<file path="src/rtl/clk_enable_ctrl_pkg.sv">
// Shared command and FSM state encodings for the clock-enable controller.
package clk_enable_ctrl_pkg;

  localparam logic [1:0] CMD_NOP  = 2'd0;
  localparam logic [1:0] CMD_RUN  = 2'd1;
  localparam logic [1:0] CMD_STEP = 2'd2;
  localparam logic [1:0] CMD_STOP = 2'd3;

  localparam logic [1:0] CEC_IDLE     = 2'd0;
  localparam logic [1:0] CEC_RUN      = 2'd1;
  localparam logic [1:0] CEC_STEP     = 2'd2;
  localparam logic [1:0] CEC_STOPPING = 2'd3;

  // Only RUN and STEP compete for ownership; NOP/STOP in IDLE are just absorbed.
  function automatic logic is_start(input logic [1:0] cmd);
    return (cmd == CMD_RUN) || (cmd == CMD_STEP);
  endfunction

endpackage

</file>
<file path="src/rtl/clk_enable_ctrl_rr_arbiter.sv">
// Round-robin arbiter: combinational one-hot grant from a rotating priority pointer.
// Pointer moves past the winner only when the caller strobes adv_i.
module rr_arbiter #(
  parameter  int N  = 2,
  localparam int IW = (N > 1) ? $clog2(N) : 1
) (
  input  logic          clk,
  input  logic          reset,
  input  logic [N-1:0]  req_i,
  input  logic          adv_i,
  output logic [N-1:0]  gnt_o,
  output logic [IW-1:0] idx_o,
  output logic          vld_o
);

  logic [IW-1:0] ptr_q, ptr_d;

  // Scan from the farthest slot back to the pointer so the nearest request wins.
  always_comb begin
    gnt_o = '0;
    idx_o = '0;
    vld_o = 1'b0;
    for (int k = N - 1; k >= 0; k--) begin
      if (req_i[(int'(ptr_q) + k) % N]) begin
        gnt_o = '0;
        gnt_o[(int'(ptr_q) + k) % N] = 1'b1;
        idx_o = IW'((int'(ptr_q) + k) % N);
        vld_o = 1'b1;
      end
    end
  end

  always_comb begin
    ptr_d = ptr_q;
    if (adv_i && vld_o) begin
      ptr_d = (int'(idx_o) == N - 1) ? '0 : idx_o + 1'b1;
    end
  end

  always_ff @(posedge clk) begin
    if (reset) begin
      ptr_q <= '0;
    end else begin
      ptr_q <= ptr_d;
    end
  end

endmodule

</file>
<file path="src/rtl/clk_enable_ctrl.sv">
// Shares the core clk_enable among requesters issuing RUN / STEP(n) / STOP commands.
// All outputs registered: a command seen in cycle t is acked and acted on at t+1.
module clk_enable_ctrl
  import clk_enable_ctrl_pkg::*;
#(
  parameter  int NUM_REQ = 2,
  parameter  int CNT_W   = 16,
  localparam int OW      = (NUM_REQ > 1) ? $clog2(NUM_REQ) : 1
) (
  input  logic                     clk,
  input  logic                     reset,
  input  logic [NUM_REQ-1:0]       req_valid,
  input  logic [2*NUM_REQ-1:0]     req_cmd,
  input  logic [CNT_W*NUM_REQ-1:0] req_count,
  input  logic                     core_idle,
  output logic [NUM_REQ-1:0]       req_ack,
  output logic                     clk_enable,
  output logic [OW-1:0]            owner,
  output logic                     busy,
  output logic                     done,
  output logic [CNT_W-1:0]         steps_left
);

  logic [1:0]         state_q, state_d;
  logic [NUM_REQ-1:0] ack_q, ack_d;
  logic [OW-1:0]      owner_q, owner_d;
  logic [CNT_W-1:0]   steps_q, steps_d;
  logic               clk_en_q, clk_en_d;
  logic               busy_q, busy_d;
  logic               done_q, done_d;

  logic [NUM_REQ-1:0] vld_eff, start_req, other_req, other_oh, own_oh;
  logic [NUM_REQ-1:0] arb_req, arb_gnt;
  logic [OW-1:0]      arb_idx;
  logic               arb_vld, idle_open, own_vld;
  logic [1:0]         arb_cmd, own_cmd;
  logic [CNT_W-1:0]   arb_cnt;

  // A requester still shows valid in its ack cycle; that echo is not a new command.
  always_comb begin
    vld_eff   = req_valid & ~ack_q;
    start_req = '0;
    other_oh  = '0;
    for (int i = 0; i < NUM_REQ; i++) begin
      start_req[i] = vld_eff[i] && is_start(req_cmd[2*i +: 2]);
    end
    other_req = vld_eff & ~start_req;
    for (int i = NUM_REQ - 1; i >= 0; i--) begin
      if (other_req[i]) begin
        other_oh    = '0;
        other_oh[i] = 1'b1;
      end
    end
  end

  // One decision per two cycles in IDLE keeps acks spaced apart.
  assign idle_open = (state_q == CEC_IDLE) && (ack_q == '0);
  assign arb_req   = idle_open ? start_req : '0;

  rr_arbiter #(.N(NUM_REQ)) u_arb (
    .clk   (clk),
    .reset (reset),
    .req_i (arb_req),
    .adv_i (idle_open),
    .gnt_o (arb_gnt),
    .idx_o (arb_idx),
    .vld_o (arb_vld)
  );

  assign arb_cmd = req_cmd[2*int'(arb_idx) +: 2];
  assign arb_cnt = req_count[CNT_W*int'(arb_idx) +: CNT_W];
  assign own_cmd = req_cmd[2*int'(owner_q) +: 2];
  assign own_vld = vld_eff[owner_q];
  assign own_oh  = NUM_REQ'(1) << owner_q;

  always_comb begin
    state_d = state_q;
    ack_d   = '0;
    done_d  = 1'b0;
    owner_d = owner_q;
    steps_d = steps_q;
    case (state_q)
      CEC_IDLE: begin
        if (arb_vld) begin
          ack_d   = arb_gnt;
          owner_d = arb_idx;
          if (arb_cmd == CMD_RUN) begin
            state_d = CEC_RUN;
          end else if (arb_cnt != '0) begin
            state_d = CEC_STEP;
            steps_d = arb_cnt;
          end else begin
            done_d = 1'b1;
          end
        end else if (idle_open) begin
          ack_d = other_oh;
        end
      end
      CEC_RUN: begin
        if (own_vld) begin
          ack_d = own_oh;
          if (own_cmd == CMD_STOP) state_d = CEC_STOPPING;
        end
      end
      CEC_STEP: begin
        if (own_vld) ack_d = own_oh;
        if ((own_vld && own_cmd == CMD_STOP) || steps_q == CNT_W'(1)) begin
          state_d = CEC_IDLE;
          done_d  = 1'b1;
          steps_d = '0;
        end else begin
          steps_d = steps_q - CNT_W'(1);
        end
      end
      default: begin
        if (core_idle) begin
          state_d = CEC_IDLE;
          done_d  = 1'b1;
        end
      end
    endcase
    busy_d   = (state_d != CEC_IDLE);
    clk_en_d = (state_d != CEC_IDLE);
  end

  always_ff @(posedge clk) begin
    if (reset) begin
      state_q  <= CEC_IDLE;
      ack_q    <= '0;
      owner_q  <= '0;
      steps_q  <= '0;
      clk_en_q <= 1'b0;
      busy_q   <= 1'b0;
      done_q   <= 1'b0;
    end else begin
      state_q  <= state_d;
      ack_q    <= ack_d;
      owner_q  <= owner_d;
      steps_q  <= steps_d;
      clk_en_q <= clk_en_d;
      busy_q   <= busy_d;
      done_q   <= done_d;
    end
  end

  assign req_ack    = ack_q;
  assign clk_enable = clk_en_q;
  assign owner      = owner_q;
  assign busy       = busy_q;
  assign done       = done_q;
  assign steps_left = steps_q;

endmodule

</file>
<file path="config.mk">
export PLATFORM = sky130hd
export DESIGN_NAME = clk_enable_ctrl
export DESIGN_NICKNAME = d
export VERILOG_FILES = /design/src/rtl/clk_enable_ctrl_pkg.sv /design/src/rtl/clk_enable_ctrl_rr_arbiter.sv /design/src/rtl/clk_enable_ctrl.sv
export SDC_FILE = /design/constraint.sdc
export NUM_CORES = 1
export LEC_CHECK = 0
export ABC_AREA = 1
export BUFFER_PORTS_ARGS = -buffer_cell sky130_fd_sc_hd__buf_4
export CORE_MARGIN = 1.5
export CORE_UTILIZATION = 30
export DETAILED_ROUTE_END_ITERATION = 8
export PLACE_DENSITY = 0.62
export SLEW_MARGIN = 20
export SYNTH_ARGS = -nofsm -noshare
export SYNTH_HDL_FRONTEND = slang
export SYNTH_SLANG_ARGS = --single-unit
</file>
<file path="constraint.sdc">
create_clock -name clk -period 2.9 [get_ports clk]
set_input_delay 0 -clock clk [delete_from_list [all_inputs] [get_ports clk]]
set_output_delay 0 -clock clk [all_outputs]
set_load 0.01 [all_outputs]
</file>
==> flow_summary.json, run 1 <==
{
  "outcome": "complete, no violations",
  "drc": 0,
  "antenna_cells": 0,
  "num-fill-cells": 675,
  "start_kind": "register",
  "power.density_nw_per_um2": 1056,
  "ant_nets": 0,
  "worstPathMaxFanout": 14,
  "coreArea_sq_um": 6277,
  "ioPinCount": 63,
  "overflow": 0,
  "synthMuxAreaShare_pct": 0,
  "yosys_warnings": 0,
  "cts_tree": "done",
  "areaGrowthSynthToFinish_pct": 32.06,
  "finalWirelength_mm": 5.674,
  "timing.final.crit_share_pct": 89.82,
  "hold_violations": 0,
  "postPlaceCellArea_sq_um": 2469,
  "multi_input_area_sq_um": 1250,
  "ys_seq_elements": 24,
  "htreeDepth": 1,
  "worstSetupPathType": "register to register",
  "final_common_cell": "nand2_1",
  "portBuffers": 62,
  "stdcell_area_sq_um": 2556,
  "grt_pass1_wl_mm": 9.528,
  "initial_core_util_pct": 30.84,
  "power.leakage_nw": 1.287,
  "hold_class": "input port to register",
  "fmax_mhz": 383.9,
  "firstDrtPassIters": 4,
  "busiest_layer": "met1",
  "crit_slowest_cell": "dfxtp_1",
  "synth_nets": 357,
  "gp_congestion": 0.8533,
  "grt_max_degree": 21,
  "wl_per_cell_um": 12.53,
  "use_met2_pct": 23.95,
  "synth-edff-count": 0,
  "synth_compound_area_share_pct": 17.78,
  "drv_slew": 0,
  "seqCellArea_sq_um": 480.5,
  "grtUsageMet1_pct": 24.71,
  "yosys_most_used_dff": "dfxtp_1",
  "synthAdderAreaFrac_pct": 3.878,
  "first_iter_violations": 110,
  "netlist_area_sq_um": 1936,
  "tns_ns": 0,
  "end_kind": "register",
  "nets": 424,
  "ys_async_sr_fraction_pct": 0,
  "relSlewSlack_pct": 70.80,
  "netlist-cell-type-count": 33,
  "grt_util_all_layers_pct": 16.34,
  "synth_top_family_by_area": "simple AND/OR/NAND/NOR gates",
  "arrival_ns": 2.82,
  "fin_skew_ns": 0.006573,
  "syn_inst": 310,
  "dpl.hpwl_mm": 4.535,
  "ir_worst_vdd_mv": 0.4998,
  "cts_buffer_depth": 2,
  "layout_common_cells": "nand2_1, buf_4, nor2_1",
  "drive_above_1_share_pct": 25.53,
  "min_period_ns": 2.605,
  "seq_area_frac_synth_pct": 24.82,
  "grt_pass1_vias": 2012,
  "clk_pin_slew_ns": 0.09,
  "die_w_um": 83.33,
  "worst_slew_pin_slew_ns": 0.4339,
  "die_area_sq_um": 6943,
  "cts_root_buf": "clkbuf_8",
  "rsz0062_at_grt": "no",
  "worst_path_largest_cell_delay_ns": 0.41,
  "met3_usage_pct": 3.181,
  "max_cap_violations": 0,
  "avgSynthCellArea_sq_um": 6.244,
  "vias": 2155,
  "insertion_delay_ns": 0.28,
  "clock_sinks": 24,
  "yosys.area_share.xor_xnor_pct": 5.430,
  "rows": 29,
  "antenna_found_initial": 0,
  "synthSimpleGateAreaFrac_pct": 37.49,
  "via_per_inst": 4.757,
  "setup_viol": 0,
  "numCtsBuffers": 3,
  "crit_path_frequent_cell": "nand2_2",
  "crit_required_ns": 3.12,
  "worstPathCellList": "inv_1 > ha_1 > nand2_2 > inv_2 > nand2_2 > nor2_8 > buf_4 > nand3_1 > nand2_1 > nor2_1 > nand2_1 > nor2_2 > nand2_2 > a22oi_4 > buf_4 > o21ai_1 > a21oi_2",
  "die_h_um": 83.33
}
state kept, by name, summed over array words and instances (netlist names):
signal and cells:
owner 1, u_arb.ptr_q 1, steps_left 16, req_ack 2, state_q 2, busy 1
done 1
timing repair:
action / CTS / global route
endpoints found under the setup margin: 0 / 7
hold buffers: 1 / 0
buffers inserted: 0 / 3
endpoints found under the hold margin: 4 / 0
resized for setup: 0 / 0
layer usage:
metal | share of wire [%] | vias to the layer above
li1 | - | 1128
met4 | 0.65 | 0
met1 | 51 | 962
met3 | 6.2 | 5
met5 | 0 | -
met2 | 42 | 60
cell usage after synthesis (all sizes together) (4+ instances only):
cell | count | area [sq um]
xor2 | 9 | 78.83
o21ai | 34 | 170.2
nor3 | 4 | 20.02
buf | 7 | 62.56
nand2 | 89 | 356.6
nor2 | 43 | 190.2
nand3 | 23 | 127.6
ha | 6 | 75.07
inv | 34 | 127.6
a21oi | 18 | 108.9
dfxtp | 24 | 480.5
final timing paths:
check        slack (ns)           from              to  cells after the start
max                0.30     state_q[0]  steps_left[10]                     17
min                0.04      core_idle      state_q[0]                      4
max reg2reg        0.30     state_q[0]  steps_left[10]                     17
min reg2reg        0.52  steps_left[5]   steps_left[5]                      2
power by group:
part	internal, mW	switching, mW
Clock	0.122	0.118
Sequential	0.469	0.159
Combinational	0.743	1.09
critical path, delay by kind of cell, from the launching register on:
kind / cells / cell delay (ns)
flops: 1 / 0.41
fa+ha+maj: 1 / 0.24
simple gates: 9 / 0.87
buf+inv: 4 / 0.54
compound gates: 3 / 0.48
stage by stage:
stage	hold slack, ns	power, mW	setup slack (ns)	util (%)	instances
finish	0.03640	2.699	0.2951	40.72	453
CTS	0.03709	2.665	0.2431	40.36	450
global placement	0.2365	2.413	0.3322	39.33	445
global route	0.04794	2.972	0.005224	40.72	453
floorplan	0.06244	1.898	0.6882	-	310
detailed placement	0.2326	2.421	0.2579	39.33	445
layout make-up:
class                      count  area share, %
multi-input combinational    241          48.90
timing repair buffer          72          21.24
tap                           77          3.769
clock buffer                   4          2.154
inverter                      35          5.140
sequential                    24          18.80
cell families (layout without fill, tap and decap cells):
logic type | Yosys count | count (layout)
xor+xnor | 12 | 12
compound gates | 59 | 59
flops | 24 | 24
fa+ha+maj | 6 | 6
buf+inv | 45 | 111
simple gates | 164 | 164
(Power assumes the default switching activity.)
==> inputs of run 2 (changes only) <==
--- a/config.mk
+++ b/config.mk
@@ -11,6 +11,7 @@
 export CORE_UTILIZATION = 30
 export DETAILED_ROUTE_END_ITERATION = 8
 export PLACE_DENSITY = 0.62
+export REMOVE_ABC_BUFFERS = 1
 export SLEW_MARGIN = 20
 export SYNTH_ARGS = -nofsm -noshare
 export SYNTH_HDL_FRONTEND = slang
==> flow_summary.json, run 2 (synthesized netlist as in run 1, its figures left out) <==
{
  "outcome": "complete, no violations",
  "die_area_sq_um": 6943,
  "grt_util_all_layers_pct": 16.94,
  "max_cap_violations": 0,
  "worstPathMaxFanout": 20,
  "finalCoreUtilization_pct": 40.50,
  "grt_pass1_wl_mm": 9.604,
  "antenna_cells": 0,
  "hold_violations": 0,
  "ant_nets": 0,
  "drc": 0,
  "overflow": 0,
  "holdPathStages": 4,
  "timing.final.crit_share_pct": 90.42,
  "relSlewSlack_pct": 70.00,
  "ioPinCount": 63,
  "startpoint": "state_q[1]",
  "finalWirelength_mm": 5.871,
  "coreArea_sq_um": 6277,
  "worstReg2RegEnd": "steps_left[4]",
  "insertion_delay_ns": 0.26,
  "start_kind": "register",
  "crit_end": "steps_left[4]",
  "numCtsBuffers": 3,
  "reg2reg_depth": 17,
  "stdcell_area_sq_um": 2542,
  "setup_viol": 0,
  "min_period_ns": 2.622,
  "power.density_nw_per_um2": 1049,
  "tns_ns": 0,
  "reg2reg_slack_ns": 0.28,
  "ir_worst_vdd_mv": 0.3870,
  "via_per_inst": 4.816,
  "gp_congestion": 0.7988,
  "clk_pin_slew_ns": 0.08,
  "htreeDepth": 1,
  "worstSetupPathType": "register to register",
  "power.leakage_nw": 1.280,
  "areaGrowthSynthToFinish_pct": 31.35,
  "vias": 2177,
  "cts_root_buf": "clkbuf_8",
  "firstDrtPassIters": 4,
  "fmax_mhz": 381.4,
  "final_common_cell": "nand2_1",
  "grt_max_degree": 21,
  "nets": 424,
  "first_iter_violations": 135,
  "finalPower_mw": 2.668,
  "fin_skew_ns": 0.003172,
  "antenna_found_initial": 0,
  "arrival_ns": 2.82,
  "drv_slew": 0,
  "die_h_um": 83.33,
  "drive_above_1_share_pct": 25.33,
  "wl_per_cell_um": 12.99,
  "dp.cells": 443,
  "crit_required_ns": 3.10,
  "largest_reg_flops": 16,
  "num-fill-cells": 689,
  "clock_sinks": 24,
  "cts_tree": "done",
  "layout_common_cells": "nand2_1, buf_4, nor2_1",
  "initial_core_util_pct": 30.84,
  "portBuffers": 62,
  "worst_slew_pin_slew_ns": 0.4459,
  "grt_pass1_vias": 2011,
  "rows": 29,
  "postPlaceCellArea_sq_um": 2454,
  "dpl.hpwl_mm": 4.614,
  "worstReg2RegStart": "state_q[1]",
  "post_cts_resized": 0,
  "hold_class": "input port to register",
  "die_w_um": 83.33,
  "end_kind": "register",
  "finalNonFillerCells": 452,
  "rsz0062_at_grt": "no",
  "cts_buffer_depth": 2
}
==> run 2: cell count changes in the layout (fill, tap and decap cells not counted), sizes merged <==
cell / before / now
clkbuf: 4 / 3
==> run 2: routing by layer <==
metal  global-route usage [%]  share of wire (%)
met5                        0                  0
met4                    3.939               0.75
met3                    2.584                7.0
met2                    28.38                 47
met1                    22.91                 45
==> run 2: repair_timing <==
| item | CTS | global route |
|---|---|---|
| setup endpoints to repair | 0 | 13 |
| hold endpoints to repair | 4 | 0 |
| buffers inserted | 0 | 5 |
| hold buffers | 1 | 0 |
==> run 2: worst min path at each step <==
| stage | startpoint | to | slack [ns] |
|---|---|---|---|
| 2_1_floorplan | reset | steps_left[15] | 0.06 |
| 3_3_place_gp | reset | steps_left[15] | 0.23 |
| 3_5_place_dp | reset | steps_left[15] | 0.23 |
| 4_1_cts | core_idle | state_q[0] | 0.05 |
| 5_1_grt | core_idle | state_q[0] | 0.08 |
| 6_report | core_idle | state_q[0] | 0.08 |
==> run 2: through the flow <==
| stage | hold slack [ns] | setup slack [ns] |
|---|---|---|
| after floorplan | 0.06244 | 0.3470 |
| after global placement | 0.2320 | 0.2464 |
| after detailed placement | 0.2293 | 0.1628 |
| after CTS | 0.05243 | 0.1295 |
| after global routing | 0.08350 | 0.03892 |
| final | 0.07685 | 0.2780 |
==> run 2: cell type report <==
| class | count | area [sq um] | area share, % |
|---|---|---|---|
| Clock buffer | 3 | 41.29 | 1.624 |
| Timing Repair Buffer | 72 | 543.0 | 21.36 |
| Multi-Input combinational cell | 241 | 1250 | 49.16 |
| Inverter | 35 | 131.4 | 5.167 |
| Tap cell | 77 | 96.34 | 3.789 |
| Sequential cell | 24 | 480.5 | 18.90 |
==> run 2: power by group <==
part / total [mW] / switching [mW] / internal [mW]
logic: 1.86 / 1.11 / 0.746
clock network: 0.196 / 0.104 / 0.0928
registers: 0.612 / 0.144 / 0.469
total: 2.67 / 1.36 / 1.31
==> run 2: critical path: stages (launching register included) <==
cell and delay [ns]:
dfxtp_1 0.33, inv_1 0.14, ha_1 0.23, nand2_2 0.10, inv_2 0.06, nand2_2 0.08
nor2_8 0.15, nand2_4 0.16, nand2_2 0.09, nand2_1 0.07, nor2_1 0.13, nand2_1 0.08
nor2_2 0.13, nand2_2 0.09, a22oi_4 0.24, buf_4 0.23, o21ai_0 0.11, a21oi_1 0.14
==> inputs of run 3 (changes only) <==
--- a/config.mk
+++ b/config.mk
@@ -8,10 +8,11 @@
 export ABC_AREA = 1
 export BUFFER_PORTS_ARGS = -buffer_cell sky130_fd_sc_hd__buf_4
 export CORE_MARGIN = 1.5
-export CORE_UTILIZATION = 30
+export CORE_UTILIZATION = 51
 export DETAILED_ROUTE_END_ITERATION = 8
-export PLACE_DENSITY = 0.62
+export PLACE_DENSITY = 0.9
 export REMOVE_ABC_BUFFERS = 1
+export SKIP_LAST_GASP = 1
 export SLEW_MARGIN = 20
 export SYNTH_ARGS = -nofsm -noshare
 export SYNTH_HDL_FRONTEND = slang
==> flow_summary.json, run 3 (synthesized netlist as in run 1, its figures left out) <==
{
  "setup_viol": 0,
  "grt_pass1_vias": 2043,
  "rows": 22,
  "timing.final.crit_share_pct": 91.24,
  "finalWirelength_mm": 5.479,
  "overflow": 0,
  "grt_pass1_wl_mm": 8.749,
  "gp_congestion": 0.9320,
  "largest_reg_flops": 16,
  "clock_sinks": 24,
  "power.density_nw_per_um2": 1075,
  "ir_worst_vdd_mv": 0.6213,
  "max_cap_violations": 0,
  "die_h_um": 64.61,
  "worst_slew_pin_slew_ns": 0.4580,
  "drive_above_1_share_pct": 24.73,
  "final_common_cell": "nand2_1",
  "initial_core_util_pct": 52.87,
  "htreeDepth": 1,
  "hold_class": "input port to register",
  "p_switching_mw": 1.377,
  "layout_common_cells": "nand2_1, buf_4, nor2_1",
  "p_int_mw": 1.323,
  "areaGrowthSynthToFinish_pct": 29.74,
  "wl_per_cell_um": 13.05,
  "coreArea_sq_um": 3661,
  "rsz0062_at_grt": "no",
  "grt_util_all_layers_pct": 26.41,
  "cts_buffer_depth": 2,
  "antenna_found_initial": 0,
  "arrival_ns": 2.86,
  "cts_tree": "done",
  "via_per_inst": 5.321,
  "dpl.hpwl_mm": 4.166,
  "relSlewSlack_pct": 69.43,
  "p_seq_share_pct": 23.0,
  "crit_required_ns": 3.11,
  "numCtsBuffers": 3,
  "tns_ns": 0,
  "die_w_um": 64.61,
  "outcome": "complete, no violations",
  "clk_pin_slew_ns": 0.09,
  "fin_skew_ns": 0.009633,
  "combPwrFrac_pct": 68.5,
  "min_period_ns": 2.646,
  "finalPower_mw": 2.700,
  "vias": 2235,
  "firstDrtPassIters": 5,
  "grt_max_degree": 25,
  "power.share.clock_pct": 8.6,
  "worstPathMaxFanout": 24,
  "fmax_mhz": 377.9,
  "start_kind": "register",
  "p_sw_share_pct": 51.01,
  "drc": 0,
  "nets": 420,
  "first_iter_violations": 134,
  "hold_violations": 0,
  "worstSetupPathType": "register to register",
  "power.leakage_nw": 1.276,
  "drv_slew": 0,
  "end_kind": "register",
  "ioPinCount": 63,
  "portBuffers": 62,
  "insertion_delay_ns": 0.27,
  "ant_nets": 0,
  "antenna_cells": 0,
  "cts_root_buf": "clkbuf_8",
  "num-fill-cells": 325,
  "finalCoreUtilization_pct": 68.59,
  "die_area_sq_um": 4174
}
run 3: layout make-up:
type	instances	area [sq um]	share of cell area, %
Clock buffer	4	55.05	2.192
Inverter	35	131.4	5.232
Multi-Input combinational cell	241	1259	50.12
Sequential cell	24	480.5	19.13
Tap cell	48	60.06	2.392
Timing Repair Buffer	68	525.5	20.93
run 3: path summary, 6_finish.rpt:
| kind | from | end | slack [ns] | cells after the start |
|---|---|---|---|---|
| worst min register to register | steps_left[5] | steps_left[5] | 0.51 | 2 |
| worst max-delay path | state_q[1] | steps_left[0] | 0.25 | 13 |
| worst max register to register | state_q[1] | steps_left[0] | 0.25 | 13 |
| worst min-delay path | core_idle | state_q[0] | 0.06 | 4 |
run 3: timing repair:
action,CTS,global route
setup buffers,0,3
hold buffers,1,0
gates resized for setup,0,1
endpoints found under the hold margin,4,0
endpoints found under the setup margin,0,10
run 3: metal layers:
layer | part of all wire [%] | GRT usage, % | vias to the layer above | wire (um)
li1 | - | - | 1122 | -
met1 | 43 | 34.19 | 1012 | 2349
met2 | 49 | 45.70 | 93 | 2672
met3 | 7.3 | 3.472 | 8 | 402
met4 | 0.97 | 7.979 | 0 | 53
met5 | 0 | 0 | - | 0
run 3: power groups by stage:
| stage | combinational (mW) | sequential (mW) | clock (mW) |
|---|---|---|---|
| floorplan | 1.17 | 0.653 | 0 |
| global placement | 1.74 | 0.619 | 0 |
| detailed placement | 1.78 | 0.620 | 0 |
| CTS | 1.78 | 0.615 | 0.232 |
| global route | 2.05 | 0.638 | 0.255 |
| finish | 1.85 | 0.620 | 0.232 |
run 3: critical path, stage by stage, from the launching register on:
cell and delay [ns]:
dfxtp_1 0.34, inv_1 0.15, ha_1 0.23, nand2_2 0.10
nor2_4 0.13, nand3_4 0.23, nand2_8 0.23, inv_2 0.07
o21ai_0 0.29, nor2_1 0.15, a22oi_4 0.24, buf_12 0.20
o21ai_0 0.09, a21oi_1 0.14
run 3: metrics by stage:
| stage | setup WS [ns] | std cells | instance area [sq um] | hold slack (ns) |
|---|---|---|---|---|
| after CTS | 0.1995 | 417 | 2480 | 0.04450 |
| after detailed placement | 0.2135 | 412 | 2415 | 0.2314 |
| final | 0.2539 | 420 | 2511 | 0.06393 |
| after floorplan | 0.3470 | 300 | 1862 | 0.06244 |
| after global placement | 0.3471 | 412 | 2415 | 0.2257 |
| after global routing | 0.04480 | 420 | 2511 | 0.05376 |
